**src/rtl/rrd_exe_skid_stage.sv**
```systemverilog
// Two-entry skid buffer between register-read decode and execute.
// Buffered micro-ops see branch resolve/mispredict updates and flush every cycle.
module rrd_exe_skid_stage #(
  parameter int XLEN   = 64,
  parameter int BR_W   = 16,
  parameter int ROB_W  = 7,
  parameter int PREG_W = 7
) (
  input  logic              clock,
  input  logic              reset,
  input  logic              rrd_valid,
  output logic              rrd_ready,
  input  logic [6:0]        rrd_uopc,
  input  logic [BR_W-1:0]   rrd_br_mask,
  input  logic [ROB_W-1:0]  rrd_rob_idx,
  input  logic [PREG_W-1:0] rrd_pdst,
  input  logic [19:0]       rrd_imm_packed,
  input  logic [16:0]       rrd_ctrl,
  input  logic [XLEN-1:0]   rrd_rs1_data,
  input  logic [XLEN-1:0]   rrd_rs2_data,
  input  logic [BR_W-1:0]   brupdate_resolve_mask,
  input  logic [BR_W-1:0]   brupdate_mispredict_mask,
  input  logic              flush,
  output logic              exe_valid,
  input  logic              exe_ready,
  output logic [6:0]        exe_uopc,
  output logic [BR_W-1:0]   exe_br_mask,
  output logic [ROB_W-1:0]  exe_rob_idx,
  output logic [PREG_W-1:0] exe_pdst,
  output logic [19:0]       exe_imm_packed,
  output logic [16:0]       exe_ctrl,
  output logic [XLEN-1:0]   exe_rs1_data,
  output logic [XLEN-1:0]   exe_rs2_data
);

  localparam int PW = 7 + ROB_W + PREG_W + 20 + 17 + 2 * XLEN;

  // Handshake: a transfer happens on a cycle where valid and ready are both high
  // at the rising clock edge; rrd_ready is a function of registered state only.
  logic [1:0]      r_valid;
  logic [BR_W-1:0] r_mask [2];
  logic [PW-1:0]   r_data [2];

  logic [1:0]      w_nxt_valid;
  logic [BR_W-1:0] w_nxt_mask [2];
  logic [PW-1:0]   w_nxt_data [2];

  logic            w_kill0, w_kill1, w_kill_in;
  logic            w_live0, w_live1;
  logic            w_keep0, w_keep1;
  logic            w_deq, w_enq;
  logic [BR_W-1:0] w_in_mask;
  logic [PW-1:0]   w_in_data;

  assign w_kill0   = |(r_mask[0] & brupdate_mispredict_mask);
  assign w_kill1   = |(r_mask[1] & brupdate_mispredict_mask);
  assign w_kill_in = |(rrd_br_mask & brupdate_mispredict_mask);
  assign w_live0   = r_valid[0] & ~w_kill0;
  assign w_live1   = r_valid[1] & ~w_kill1;

  assign rrd_ready = ~(r_valid[0] & r_valid[1]);
  assign exe_valid = w_live0 & ~flush;
  assign w_deq     = exe_valid & exe_ready;
  assign w_enq     = rrd_valid & rrd_ready & ~flush & ~w_kill_in;
  assign w_keep0   = w_live0 & ~w_deq;
  assign w_keep1   = w_live1;

  assign w_in_mask = rrd_br_mask & ~brupdate_resolve_mask;
  assign w_in_data = {rrd_uopc, rrd_rob_idx, rrd_pdst, rrd_imm_packed, rrd_ctrl,
                      rrd_rs1_data, rrd_rs2_data};

  assign exe_br_mask = r_mask[0] & ~brupdate_resolve_mask;
  assign {exe_uopc, exe_rob_idx, exe_pdst, exe_imm_packed, exe_ctrl,
          exe_rs1_data, exe_rs2_data} = r_data[0];

  // Survivors compact toward slot0 in age order; the new op takes the first free slot.
  always_comb begin
    w_nxt_valid   = 2'b00;
    w_nxt_mask[0] = r_mask[0] & ~brupdate_resolve_mask;
    w_nxt_mask[1] = r_mask[1] & ~brupdate_resolve_mask;
    w_nxt_data[0] = r_data[0];
    w_nxt_data[1] = r_data[1];
    if (!flush) begin
      if (w_keep0) begin
        w_nxt_valid[0] = 1'b1;
        if (w_keep1) begin
          w_nxt_valid[1] = 1'b1;
        end else if (w_enq) begin
          w_nxt_valid[1] = 1'b1;
          w_nxt_mask[1]  = w_in_mask;
          w_nxt_data[1]  = w_in_data;
        end
      end else if (w_keep1) begin
        w_nxt_valid[0] = 1'b1;
        w_nxt_mask[0]  = r_mask[1] & ~brupdate_resolve_mask;
        w_nxt_data[0]  = r_data[1];
        if (w_enq) begin
          w_nxt_valid[1] = 1'b1;
          w_nxt_mask[1]  = w_in_mask;
          w_nxt_data[1]  = w_in_data;
        end
      end else if (w_enq) begin
        w_nxt_valid[0] = 1'b1;
        w_nxt_mask[0]  = w_in_mask;
        w_nxt_data[0]  = w_in_data;
      end
    end
  end

  always_ff @(posedge clock or negedge reset) begin
    if (!reset) begin
      r_valid <= 2'b00;
    end else begin
      r_valid <= w_nxt_valid;
    end
  end

  // Payload carries no reset; it is ignored whenever its valid bit is low.
  always_ff @(posedge clock) begin
    r_mask[0] <= w_nxt_mask[0];
    r_mask[1] <= w_nxt_mask[1];
    r_data[0] <= w_nxt_data[0];
    r_data[1] <= w_nxt_data[1];
  end

endmodule

```
**config.mk**
```make
export PLATFORM = sky130hd
export DESIGN_NAME = rrd_exe_skid_stage
export DESIGN_NICKNAME = d
export VERILOG_FILES = /design/src/rtl/rrd_exe_skid_stage.sv
export SDC_FILE = /design/constraint.sdc
export NUM_CORES = 1
export LEC_CHECK = 0
export CORE_ASPECT_RATIO = 1.2
export CORE_UTILIZATION = 39
export CTS_CLUSTER_DIAMETER = 80
export DETAILED_ROUTE_END_ITERATION = 7
export PLACE_DENSITY_LB_ADDON = 0.25
export RECOVER_POWER = 50
export SETUP_SLACK_MARGIN = 0.4
export SLEW_MARGIN = 40
export SYNTH_ARGS = -nofsm -noshare
export SYNTH_HDL_FRONTEND = slang
export SYNTH_SLANG_ARGS = --single-unit
export TNS_END_PERCENT = 100
```
**constraint.sdc**
```tcl
create_clock -name clock -period 35 [get_ports clock]
set_input_delay 5.25 -clock clock [delete_from_list [all_inputs] [get_ports clock]]
set_output_delay 5.25 -clock clock [all_outputs]
set_load 0.02 [all_outputs]
```
Yosys cells after proc, flatten, opt, wreduce, memory -nomap -nowiden
Memory sizes are Yosys's and may differ from the RTL's.
Index checks and enable logic that the tools add are counted.
{"block": "classes", "addsub": 0, "multipliers": 0, "div": 0, "n_lt_le_gt_ge": 0, "eq_ne": 0, "shifts": 0, "mux": 21, "n_bitwise": 22, "n_reduce_logical": 3}
{"operator": "two-way mux 186 bit", "count": 7}
{"operator": "two-way mux 372 bit", "count": 1}
{"operator": "two-way mux 16 bit", "count": 7}
{"operator": "bitwise AND 16 bit", "count": 6}
{"operator": "OR reduction 16 bit", "count": 3}
{"operator": "two-way mux 32 bit", "count": 1}
{"operator": "inverter 16 bit", "count": 1}
{"operator": "bitwise AND 1 bit", "count": 9}
{"operator": "inverter 1 bit", "count": 6}
{"operator": "two-way mux 2 bit", "count": 2}
{"operator": "two-way mux 1 bit", "count": 3}
{"block": "totals", "register_bits": 2, "latch_bits": 0, "mem_bits_rw": 404, "romBits": 0, "inputBits": 239, "word_cells": 49, "memories": 2}
{"memory": "r_data", "words": 2, "width": 186, "rd": 2, "rd_ports_with_merged_regs": 0, "wr": 2, "line": "42", "rtl": "logic [PW-1:0] r_data [2];"}
{"memory": "r_mask", "words": 2, "width": 16, "rd": 2, "rd_ports_with_merged_regs": 0, "wr": 2, "line": "41", "rtl": "logic [BR_W-1:0] r_mask [2];"}

Longest topological paths before layout
Gate-level depths: netlist (run 1).
{"block": "logic_depth", "word_depth": 10, "depth_mapped": 8, "mapped_depth_nobuf": 6}

Worst setup path after synthesis (run 1)
Ideal clock, no wire load.
{"block": "synth_path", "kind": "input to register", "from": "in rrd_br_mask[11]", "to": "mem r_data[0][0] in the netlist's numbering, enable pin", "setup_time_ps": 794, "arrival_ps": 15329, "setup_slack_ps": 18877, "path_stages": 6, "n_path_buf": 2, "path_cell_list": "nand2_1 -> nand4_1 -> or4_1 -> clkbuf_1 -> clkbuf_1 -> a21oi_1"}
{"item": "start, declared", "line": "14", "rtl": "input logic [BR_W-1:0] rrd_br_mask,"}
{"item": "end, declared", "line": "42"}

Worst setup path after layout (run 1)
{"block": "layout_path", "from": "in brupdate_mispredict_mask[9]", "to": "out exe_valid"}
{"block": "layout_via", "elab_chain_cells": 5}
{"item": "start, declared", "line": "22", "rtl": "input logic [BR_W-1:0] brupdate_mispredict_mask,"}
{"item": "bitwise AND 16 bit", "line": "55", "rtl": "assign w_kill0 = |(r_mask[0] & brupdate_mispredict_mask);"}
{"item": "OR reduction 16 bit", "line": "55"}
{"item": "inverter 1 bit", "line": "58", "rtl": "assign w_live0 = r_valid[0] & ~w_kill0;"}
{"item": "bitwise AND 1 bit", "line": "58"}
{"item": "bitwise AND 1 bit", "line": "62", "rtl": "assign exe_valid = w_live0 & ~flush;"}
{"item": "end, declared", "line": "24", "rtl": "output logic exe_valid,"}
Every way passes these cells.

==> summary.log, run 1 <==
INFO  grt            grt_start_max_net_pins=95
INFO  setup_path     r2r_end=r_data[0][60]
INFO  setup_path     register_to_register_setup_slack=29020ps
INFO  final_layout   area_delta_synth_final=28.8%
INFO  setup_path     cp.required=29750ps
INFO  timing         worst_slew_pin_slew=4350ps
INFO  status         failed_checks=max-capacitance violations, max-slew violations
INFO  drt            detail_route.wl_per_cell=18.3um
INFO  grt            number_of_antenna_violations_at_the_first_check_in_global_routing=22
INFO  min_path       hold_class=flop to flop
INFO  floorplan      floorplan.rows=83
INFO  cts            tritoncts.num_buffers=43
INFO  cts            cts_repair_resize_count=0
INFO  floorplan      floorplan.initialDensity=39.6%
INFO  yosys          netlist-cell-type-count=43
INFO  setup_path     cp.arrival=7730ps
INFO  cts            tritoncts_clock_tree=done
INFO  grt            first_global_vias=10700
INFO  setup_path     path_depth=6
INFO  job            max_cap_viol_count=5
INFO  grt            top_usage_layer=met2
INFO  final_layout   fraction_of_final_layout_cells_sized_beyond_drive_strength_1=4.77%
INFO  setup_path     cell_with_the_biggest_individual_delay_on_the_critical_path=clkdlybuf4s50_1
INFO  grt            grt_first_pass_wirelength=62.1mm
INFO  setup_path     critPathMaxFanout=4
INFO  cts            insertion_delay=570ps
INFO  cts            tritoncts_num_sinks=406
INFO  setup_path     end_kind=output pin
INFO  drt            residual_antenna_violating_net_count_after_detailed_routing=0
INFO  setup_path     worstReg2RegStart=r_mask[0][25]
INFO  yosys          synth_area=0.0169mm2
INFO  timing         max_freq=77.0MHz
INFO  cts            cts_max_path_buffers=3
INFO  cts            post-cts-setup-buffers=0
INFO  cts            htree_num_levels=2
INFO  timing         fin_worst_skew=21.6ps
INFO  grt            grt_remaining_overflow=0
INFO  timing         finalHoldViolCount=0
INFO  setup_path     critPathLaunchType=primary input
INFO  yosys          postSynthCellCount=1403
INFO  final_layout   multi_input_comb_area=0.00340mm2
INFO  final_layout   utilization=51.0%
INFO  power          power.leakage=8.17nW
INFO  power          powerDensity=45.6mW/mm2
INFO  final_layout   fill_cells=3839
INFO  drt            remaining_drc_errors=0
INFO  drt            detailed_routing_iteration_count_for_the_pre_antenna_repair_pass=5
INFO  status         run_status=complete, but fails checks
INFO  grt            grt_use_met2=30.8%
INFO  place          finalWeightedCongestion=0.870
INFO  setup_path     crit_path_end=exe_valid
INFO  yosys          ys.warnings.count=0
INFO  place          dp_hpwl=27.7mm
INFO  timing         grt_setup_unrepaired=false
INFO  cts            path_clk_slew=50ps
INFO  drt            route.vias.total=10600
INFO  yosys          syn-num-nets=1642
INFO  final_layout   layout.nets=1906
INFO  timing         slew_violations=234
INFO  setup_path     path_class=primary input to output pin
INFO  yosys          ys_seq_area_share=70.1%
INFO  place          port_buffers=442
INFO  drt            detailedRoute.firstIterationViolations=559
INFO  timing         setup_tns=0ps
INFO  timing         finalSetupViolations=0
INFO  setup_path     rr_worst_depth=6
INFO  floorplan      chipHeight=230um
INFO  setup_path     crit_path_from=brupdate_mispredict_mask[9]
INFO  floorplan      pin_count=443
INFO  grt            grtUsageTotal=18.5%
INFO  floorplan      floorplan.core_area=0.0428mm2
INFO  final_layout   layout.area.seq=0.0119mm2
INFO  cts            root_buffer=clkbuf_16
INFO  grt            groute.layer.met1.usage=21.4%
INFO  cts            ctsHoldBuffers=0
INFO  yosys          synth_area_per_cell=12.1um2
INFO  yosys          yosys_register_bits=406
INFO  timing         final_min_period_over_clock_period=37.1%
INFO  setup_path     critical-path-max-stage-delay=660ps
INFO  timing         maxSlewHeadroom=-190%
INFO  power          largest_vdd_supply_drop=0.0000332V
INFO  drt            drt_wl_total=41.5mm
INFO  floorplan      die_area=0.0443mm2
INFO  floorplan      die_width=192um
INFO  timing         timing.final.crit_period=12980ps
INFO  grt            grt_use_met3=6.61%
INFO  setup_path     critPathBufInv=2
INFO  drt            avgViaCountPerCell=4.69
INFO  setup_path     critical_path.cell_chain=dlygate4sd3_1 -> a22o_1 -> a221oi_1 -> nand4_1 -> nor3_1 -> clkdlybuf4s50_1
INFO  setup_path     cpLargestDelayFamily=buffers and inverters
## stage by stage
step                      area [um2]  hold WS [ps]  power, mW  worst slack (ps)  instances
after floorplan                16900           463      0.551             18880       1403
after global placement         20500           493      0.584             22050       2173
after detailed placement       20500           496      0.585             22080       2173
after CTS                      21800           504       1.01             22060       2250
after global routing           21800           527       1.03             21860       2259
final                          21800           504      0.994             22020       2264
## cell type report
class                      count  share of cell area [%]
antenna                       13                   0.149
clock buffer                  61                    5.38
clock inverter                16                   0.528
inverter                       1                  0.0172
multi-input combinational    761                    15.6
sequential                   406                    54.4
tap                          552                    3.17
timing repair buffer         454                    20.8
## logic make-up after synthesis
logic type,share of synthesized area [%]
simple gates,16.0
mux,1.81
buf+inv,9.70
flops,70.1
compound gates,2.41
## routing by layer
| metal | wire length (um) | share of wire (%) |
|---|---|---|
| met5 | 64 | 0.15 |
| met1 | 15800 | 38 |
| met4 | 1160 | 2.8 |
| met2 | 20900 | 50 |
| met3 | 3560 | 8.6 |
## synthesized netlist by cell type, drive strengths merged
cell      n  area [um2]
nand2   593        2230
edfxtp  372       11200
buf     220        1580
dfxtp    32         641
nor2     19        78.8
nand3    17        85.1
nor2b    17         106
mux2i    16         160
a21oi    15        75.1
clkbuf   15        56.3
o21ai    15        82.6
mux2     13         146
nand4    13        81.3
a22oi    12        95.1
nand2b    6        37.5
a221oi    5        50.0
nor4      3        40.0
o22ai     3        18.8
or4       3        26.3
a22o      2        17.5
dfrtp     2        50.1
a21boi    1        18.8
a222oi    1        10.0
a31oi     1        6.26
and4      1        8.76
inv       1        3.75
nor3      1        5.00
nor3b     1        7.51
o21a      1        7.51
o221ai    1        26.3
or3b      1        11.3
## power by group
group          leakage [nW]  switching (mW)  internal [mW]
Clock                 0.628           0.182          0.241
Sequential             3.63        0.000122          0.529
Combinational          3.91          0.0170         0.0244
Total                  8.17           0.199          0.795
## layout by cell type (no fill, tap or decap), types with 2 or more instances in the layout
master and count:
buf_4 3, clkbuf_1 18, clkinv_4 2, nand2_1 593
clkbuf_16 43, diode_2 13, nor2_1 18, mux2i_1 16
nor2b_1 17, buf_6 5, dlygate4sd3_1 377, o21ai_0 6
dfrtp_1 2, dfxtp_1 32, o22ai_1 3, clkbuf_8 3
nor4_1 2, a22o_1 2, inv_6 3, clkdlybuf4s50_1 65
o21ai_1 9, a221oi_1 4, mux2_2 10, nand2b_1 6
or4_1 2, edfxtp_1 372, mux2_1 3, nand3_1 17
clkinv_2 3, a21oi_1 15, a22oi_1 12, clkinv_1 7
nand4_1 13
## registers in the layout (all words and copies together) (netlist names)
signal	cells
r_valid	2
r_data	372
r_mask	32
## worst min path at each step
stage | start | end | slack (ps) | cells after the start
floorplan | r_mask[0][22] | r_mask[0][22] | 460 | 2
detailed placement | r_mask[0][26] | r_mask[0][26] | 500 | 2
global placement | r_mask[0][23] | r_mask[0][23] | 490 | 2
finish | r_mask[0][23] | r_mask[0][23] | 500 | 2
CTS | r_mask[0][23] | r_mask[0][23] | 500 | 2
global route | r_data[0][262] | r_data[0][76] | 530 | 2
## worst min-delay path: cells and delay by family (launching register included)
| kind | cells | cell delay, ps |
|---|---|---|
| flops | 1 | 320 |
| compound gates | 2 | 130 |
(Power assumes the default switching activity.)
==> inputs of run 2 (changes only) <==
==> constraint.sdc (replaced) <==
create_clock -name clock -period 11.8 [get_ports clock]
set_input_delay 1.77 -clock clock [delete_from_list [all_inputs] [get_ports clock]]
set_output_delay 1.77 -clock clock [all_outputs]
set_load 0.02 [all_outputs]
==> summary.log, run 2 (same netlist as run 1, synthesis figures left out) <==
INFO  status         run_status=complete, but fails checks
INFO  status         failed_checks=max-capacitance violations, max-slew violations
INFO  floorplan      chipHeight=230um [unchanged]
INFO  drt            remaining_drc_errors=0 [unchanged]
INFO  cts            tritoncts_num_sinks=406 [unchanged]
INFO  place          dp_hpwl=28.6mm [+3.2%]
INFO  final_layout   layout_common_cells=nand2_1, dlygate4sd3_1, edfxtp_1
INFO  floorplan      floorplan.core_area=0.0428mm2 [unchanged]
INFO  grt            grt_start_max_net_pins=100 [+5.3%]
INFO  min_path       hold_class=flop to flop
INFO  timing         slew_violations=146 [-38%]
INFO  floorplan      die_width=192um [unchanged]
INFO  grt            number_of_antenna_violations_at_the_first_check_in_global_routing=19 [-14%]
INFO  setup_path     end_kind=flop
INFO  cts            path_clk_slew=60ps [about the same]
INFO  timing         maxSlewHeadroom=-211% [-21 points]
INFO  final_layout   fraction_of_final_layout_cells_sized_beyond_drive_strength_1=4.66% [-0.11 points]
INFO  final_layout   top_regs=r_data: 372 flops, r_mask: 32 flops, r_valid: 2 flops
INFO  place          finalWeightedCongestion=0.853 [-2.0%]
INFO  power          post-layout-total-power=2.94mW [+200%]
INFO  cts            htree_num_levels=2 [unchanged]
INFO  final_layout   fill_cells=3784 [-1.4%]
INFO  place          port_buffers=442 [unchanged]
INFO  setup_path     cp.required=12200ps [-17550 ps]
INFO  power          largest_vdd_supply_drop=0.000105V [+220%]
INFO  cts            insertion_delay=530ps [-40 ps]
INFO  final_layout   final_common_cell=nand2_1
INFO  cts            root_buffer=clkbuf_16
INFO  timing         grt_setup_unrepaired=false
INFO  setup_path     register_to_register_setup_slack=5390ps [-23630 ps]
INFO  final_layout   largest_register_ff_count=372 [unchanged]
INFO  setup_path     critPathMaxFanout=93 [+89]
INFO  final_layout   post_route_non_filler_standard_cell_count=2260 [-0.18%]
INFO  cts            tritoncts.num_buffers=42 [-2.3%]
INFO  floorplan      floorplan.initialDensity=39.6% [unchanged]
INFO  cts            cts_max_path_buffers=3 [unchanged]
INFO  timing         finalSetupViolations=0 [unchanged]
INFO  setup_path     cp.arrival=8350ps [+620 ps]
INFO  final_layout   register_ranked_first_by_flip_flop_count=r_data
INFO  drt            detailed_routing_iteration_count_for_the_pre_antenna_repair_pass=5 [unchanged]
INFO  timing         finalHoldViolCount=0 [unchanged]
INFO  job            max_cap_viol_count=3 [-2]
INFO  timing         max_freq=126MHz
INFO  timing         fin_worst_skew=14.9ps [-6.76 ps]
INFO  cts            ctsHoldBuffers=0 [unchanged]
INFO  floorplan      die_area=0.0443mm2 [unchanged]
INFO  drt            avgViaCountPerCell=4.76 [+1.5%]
INFO  grt            grtUsageTotal=18.9% [+0.36 points]
INFO  cts            post-cts-setup-buffers=0 [unchanged]
INFO  floorplan      floorplan.rows=83 [unchanged]
INFO  cts            cts_repair_resize_count=0 [unchanged]
INFO  final_layout   area_delta_synth_final=29.4%
INFO  timing         worst_slew_pin_slew=4670ps [+317 ps]
INFO  final_layout   layout.nets=1904 [-0.10%]
INFO  timing         timing.final.crit_period=7950ps
INFO  floorplan      pin_count=443 [unchanged]
INFO  setup_path     path_class=primary input to flop
INFO  place          placed_cells=2173 [unchanged]
INFO  drt            detailedRoute.firstIterationViolations=593 [+6.1%]
INFO  setup_path     critPathLaunchType=primary input
INFO  drt            drt_wl_total=42.5mm [+2.5%]
INFO  drt            route.vias.total=10800 [+1.3%]
INFO  timing         setup_tns=0ps [unchanged]
INFO  drt            detail_route.wl_per_cell=18.8um [+2.7%]
INFO  timing         final_min_period_over_clock_period=67.4%
INFO  grt            first_global_vias=10600 [-0.76%]
INFO  power          powerDensity=134mW/mm2 [+190%]
INFO  cts            tritoncts_clock_tree=done
INFO  grt            grt_first_pass_wirelength=63.6mm [+2.5%]
INFO  drt            residual_antenna_violating_net_count_after_detailed_routing=0 [unchanged]
INFO  power          power.leakage=8.19nW [+0.21%]
INFO  grt            grt_remaining_overflow=0 [unchanged]
==> run 2: changes by cell type in the layout (fill, tap and decap cells not counted), sizes merged <==
cell | previous run | this run
bufinv | 1 | 2
clkinv | 12 | 17
dlygate4sd3 | 377 | 375
inv | 4 | 3
clkdlybuf4s50 | 65 | 67
clkbuf | 64 | 55
==> run 2: worst paths after layout <==
path,start,to,cells past startpoint
max,brupdate_mispredict_mask[0],r_data[0][59],8
min,r_mask[0][26],r_mask[0][26],2
max reg2reg,r_mask[0][23],r_data[0][59],7
min reg2reg,r_mask[0][26],r_mask[0][26],2
max in group asynchronous,reset,r_valid[0],1
min in group asynchronous,reset,r_valid[1],1
==> run 2: area by class of cell <==
| cell class | instances | area (um2) | share of cell area, % |
|---|---|---|---|
| clock buffers | 53 | 1090 | 4.99 |
| inverters | 1 | 3.75 | 0.0171 |
| multi-input cells | 761 | 3420 | 15.6 |
| clock inverters | 21 | 173 | 0.788 |
| repair buffers | 453 | 4630 | 21.1 |
| well taps | 552 | 691 | 3.15 |
| diodes | 13 | 32.5 | 0.149 |
| flip-flops and latches | 406 | 11900 | 54.1 |
==> run 2: report_power, final <==
part           total, mW  switching (mW)  internal [mW]
logic              0.126          0.0531         0.0728
registers           1.57        0.000390           1.57
clock network       1.24           0.538          0.702
total               2.94           0.592           2.34
==> run 2: stage by stage <==
stage	hold slack, ps	utilization [%]	worst slack (ps)	area, um2
after detailed placement	488	48.3	5870	20700
after global routing	522	51.2	3280	21900
after floorplan	463	-	2920	16900
after CTS	498	51.2	5850	21900
after global placement	483	47.9	5800	20500
final	500	51.2	3850	21900
==> run 2: critical path, stage by stage <==
cell and delay, ps:
dlygate4sd3_1 680, a22oi_1 150, nand4_1 130, or4_1 1230
clkbuf_1 3350, buf_6 720, nand2_1 150, nand2_1 80
==> run 2: routing by layer <==
metal	vias to the layer above	track usage (%)	routed length [um]
li1	5146	-	-
met3	93	5.28	3300
met5	-	0	86
met4	14	7.65	1400
met1	5105	22.7	16700
met2	408	31.6	21000
==> inputs of run 3 (changes only) <==
==> constraint.sdc (replaced) <==
create_clock -name clock -period 7 [get_ports clock]
set_input_delay 1.05 -clock clock [delete_from_list [all_inputs] [get_ports clock]]
set_output_delay 1.05 -clock clock [all_outputs]
set_load 0.02 [all_outputs]
==> summary.log, run 3 (same netlist as run 1, synthesis figures left out) <==
INFO  floorplan      floorplan.initialDensity=39.6% [unchanged]
INFO  power          powerDensity=232mW/mm2 [+73%]
INFO  place          port_buffers=442 [unchanged]
INFO  final_layout   fraction_of_final_layout_cells_sized_beyond_drive_strength_1=5.30% [+0.64 points]
INFO  final_layout   utilization=51.4% [+0.20 points]
INFO  setup_path     critical-path-max-stage-delay=1150ps [-2200 ps]
INFO  cts            post-cts-setup-buffers=0 [unchanged]
INFO  drt            detailed_routing_iteration_count_for_the_pre_antenna_repair_pass=5 [unchanged]
INFO  cts            path_clk_slew=60ps [about the same]
INFO  final_layout   final_common_cell=nand2_1
INFO  cts            root_buffer=clkbuf_16
INFO  grt            number_of_antenna_violations_at_the_first_check_in_global_routing=15 [-4]
INFO  cts            htree_num_levels=2 [unchanged]
INFO  grt            grt_start_max_net_pins=188 [+88%]
INFO  setup_path     end_kind=flop
INFO  cts            cts_repair_resize_count=0 [unchanged]
INFO  setup_path     path_class=primary input to flop
INFO  setup_path     critical_path.cell_chain=dlygate4sd3_1 -> a22oi_1 -> nand4_1 -> or4_1 -> clkbuf_2 -> mux2_1 -> mux2i_1 -> nor2_1
INFO  drt            residual_antenna_violating_net_count_after_detailed_routing=0 [unchanged]
INFO  final_layout   layout.nets=1903 [-0.053%]
INFO  drt            drt_wl_total=41.0mm [-3.6%]
INFO  floorplan      floorplan.rows=83 [unchanged]
INFO  cts            tritoncts_num_sinks=406 [unchanged]
INFO  grt            grtUsageTotal=18.0% [-0.87 points]
INFO  final_layout   register_ranked_first_by_flip_flop_count=r_data
INFO  place          finalWeightedCongestion=0.889 [+4.3%]
INFO  status         run_status=complete, but fails checks
INFO  power          post-layout-total-power=5.11mW [+74%]
INFO  setup_path     critPathLaunchType=primary input
INFO  job            max_cap_viol_count=3 [unchanged]
INFO  place          dp_hpwl=27.2mm [-4.8%]
INFO  cts            cts_max_path_buffers=3 [unchanged]
INFO  timing         max_freq=204MHz
INFO  setup_path     cp.required=7430ps [-4770 ps]
INFO  cts            tritoncts.num_buffers=43 [+2.4%]
INFO  grt            grt_first_pass_wirelength=60.7mm [-4.5%]
INFO  status         failed_checks=max-capacitance violations, max-slew violations
INFO  place          placement.setup.worst_slack=2430ps [-3440 ps]
INFO  drt            remaining_drc_errors=0 [unchanged]
INFO  setup_path     cpLargestDelayFamily=buffers and inverters
INFO  timing         setup_slack=2090ps [-1760 ps]
INFO  power          power.leakage=8.24nW [+0.61%]
INFO  setup_path     register_to_register_setup_slack=2900ps [-2490 ps]
INFO  drt            detail_route.wl_per_cell=18.2um [-3.6%]
INFO  grt            first_global_vias=10600 [-0.25%]
INFO  setup_path     critPathBufInv=2 [-1]
INFO  cts            tritoncts_clock_tree=done
INFO  timing         timing.final.crit_period=4910ps
INFO  final_layout   post_route_non_filler_standard_cell_count=2258 [-0.088%]
INFO  floorplan      die_area=0.0443mm2 [unchanged]
INFO  timing         whs=505ps [+4.79 ps]
INFO  final_layout   largest_register_ff_count=372 [unchanged]
INFO  timing         slew_violations=197 [+35%]
INFO  cts            ctsHoldBuffers=0 [unchanged]
INFO  timing         finalHoldViolCount=0 [unchanged]
INFO  floorplan      pin_count=443 [unchanged]
INFO  setup_path     cell_with_the_biggest_individual_delay_on_the_critical_path=clkbuf_2
INFO  power          largest_vdd_supply_drop=0.000182V [+73%]
INFO  timing         setup_tns=0ps [unchanged]
INFO  final_layout   layout_common_cells=nand2_1, dlygate4sd3_1, edfxtp_1
INFO  cts            insertion_delay=540ps [about the same]
INFO  drt            detailedRoute.firstIterationViolations=670 [+13%]
INFO  place          placed_cells=2170 [-0.14%]
INFO  timing         final_min_period_over_clock_period=70.1%
INFO  final_layout   top_regs=r_data: 372 flops, r_mask: 32 flops, r_valid: 2 flops
INFO  grt            grt_remaining_overflow=0 [unchanged]
INFO  place          place_area=0.0206mm2 [-0.38%]
INFO  timing         worst_slew_pin_slew=2020ps [-2650 ps]
INFO  timing         grt_setup_unrepaired=false
INFO  final_layout   area_delta_synth_final=29.9%
INFO  timing         finalSetupViolations=0 [unchanged]
INFO  timing         maxSlewHeadroom=-34.6% [+180 points]
INFO  setup_path     cp.arrival=5330ps [-3020 ps]
INFO  drt            avgViaCountPerCell=4.70 [-1.4%]
INFO  timing         fin_worst_skew=12.6ps [-2.25 ps]
INFO  setup_path     critPathMaxFanout=90 [-3.2%]
INFO  floorplan      floorplan.core_area=0.0428mm2 [unchanged]
INFO  floorplan      die_width=192um [unchanged]
INFO  floorplan      chipHeight=230um [unchanged]
INFO  min_path       hold_class=flop to flop
INFO  final_layout   final_design_area_no_fill=0.0220mm2 [+0.39%]
INFO  drt            route.vias.total=10600 [-1.4%]
==> run 3: where the power goes <==
group / internal [mW] / switching, mW / total (mW)
Sequential: 2.65 / 0.000703 / 2.65
Clock: 1.33 / 0.922 / 2.25
Combinational: 0.123 / 0.0901 / 0.213
==> run 3: metal layers <==
layer	routed length [um]	global-route usage, %	share of wire [%]	vias to the layer above
li1	-	-	-	5119
met1	16000	21.7	39	4970
met2	20600	31.1	50	434
met3	3270	4.55	8.0	74
met4	993	5.83	2.4	14
met5	83	0	0.20	-
==> run 3: final timing paths <==
check | from | endpoint | depth (start not counted)
setup / recovery | brupdate_mispredict_mask[13] | r_mask[0][2] | 8
hold / removal | r_data[0][277] | r_data[0][91] | 2
setup reg to reg | r_mask[0][29] | r_mask[0][2] | 7
hold reg to reg | r_data[0][277] | r_data[0][91] | 2
max in group asynchronous | reset | r_valid[0] | 1
min in group asynchronous | reset | r_valid[1] | 1
==> run 3: layout make-up <==
type,count,area [um2]
fillers,3778,20800
flip-flops and latches,406,11900
repair buffers,451,4580
multi-input cells,761,3430
clock buffers,56,1170
well taps,552,691
clock inverters,23,231
diodes,8,20.0
inverters,1,3.75
==> run 3: worst register-to-register path, delay by kind of cell, from the launching register on <==
kind	cells	cell delay [ps]
flops	1	320
mux	2	870
compound gates	1	380
buf+inv	1	1160
simple gates	3	1250
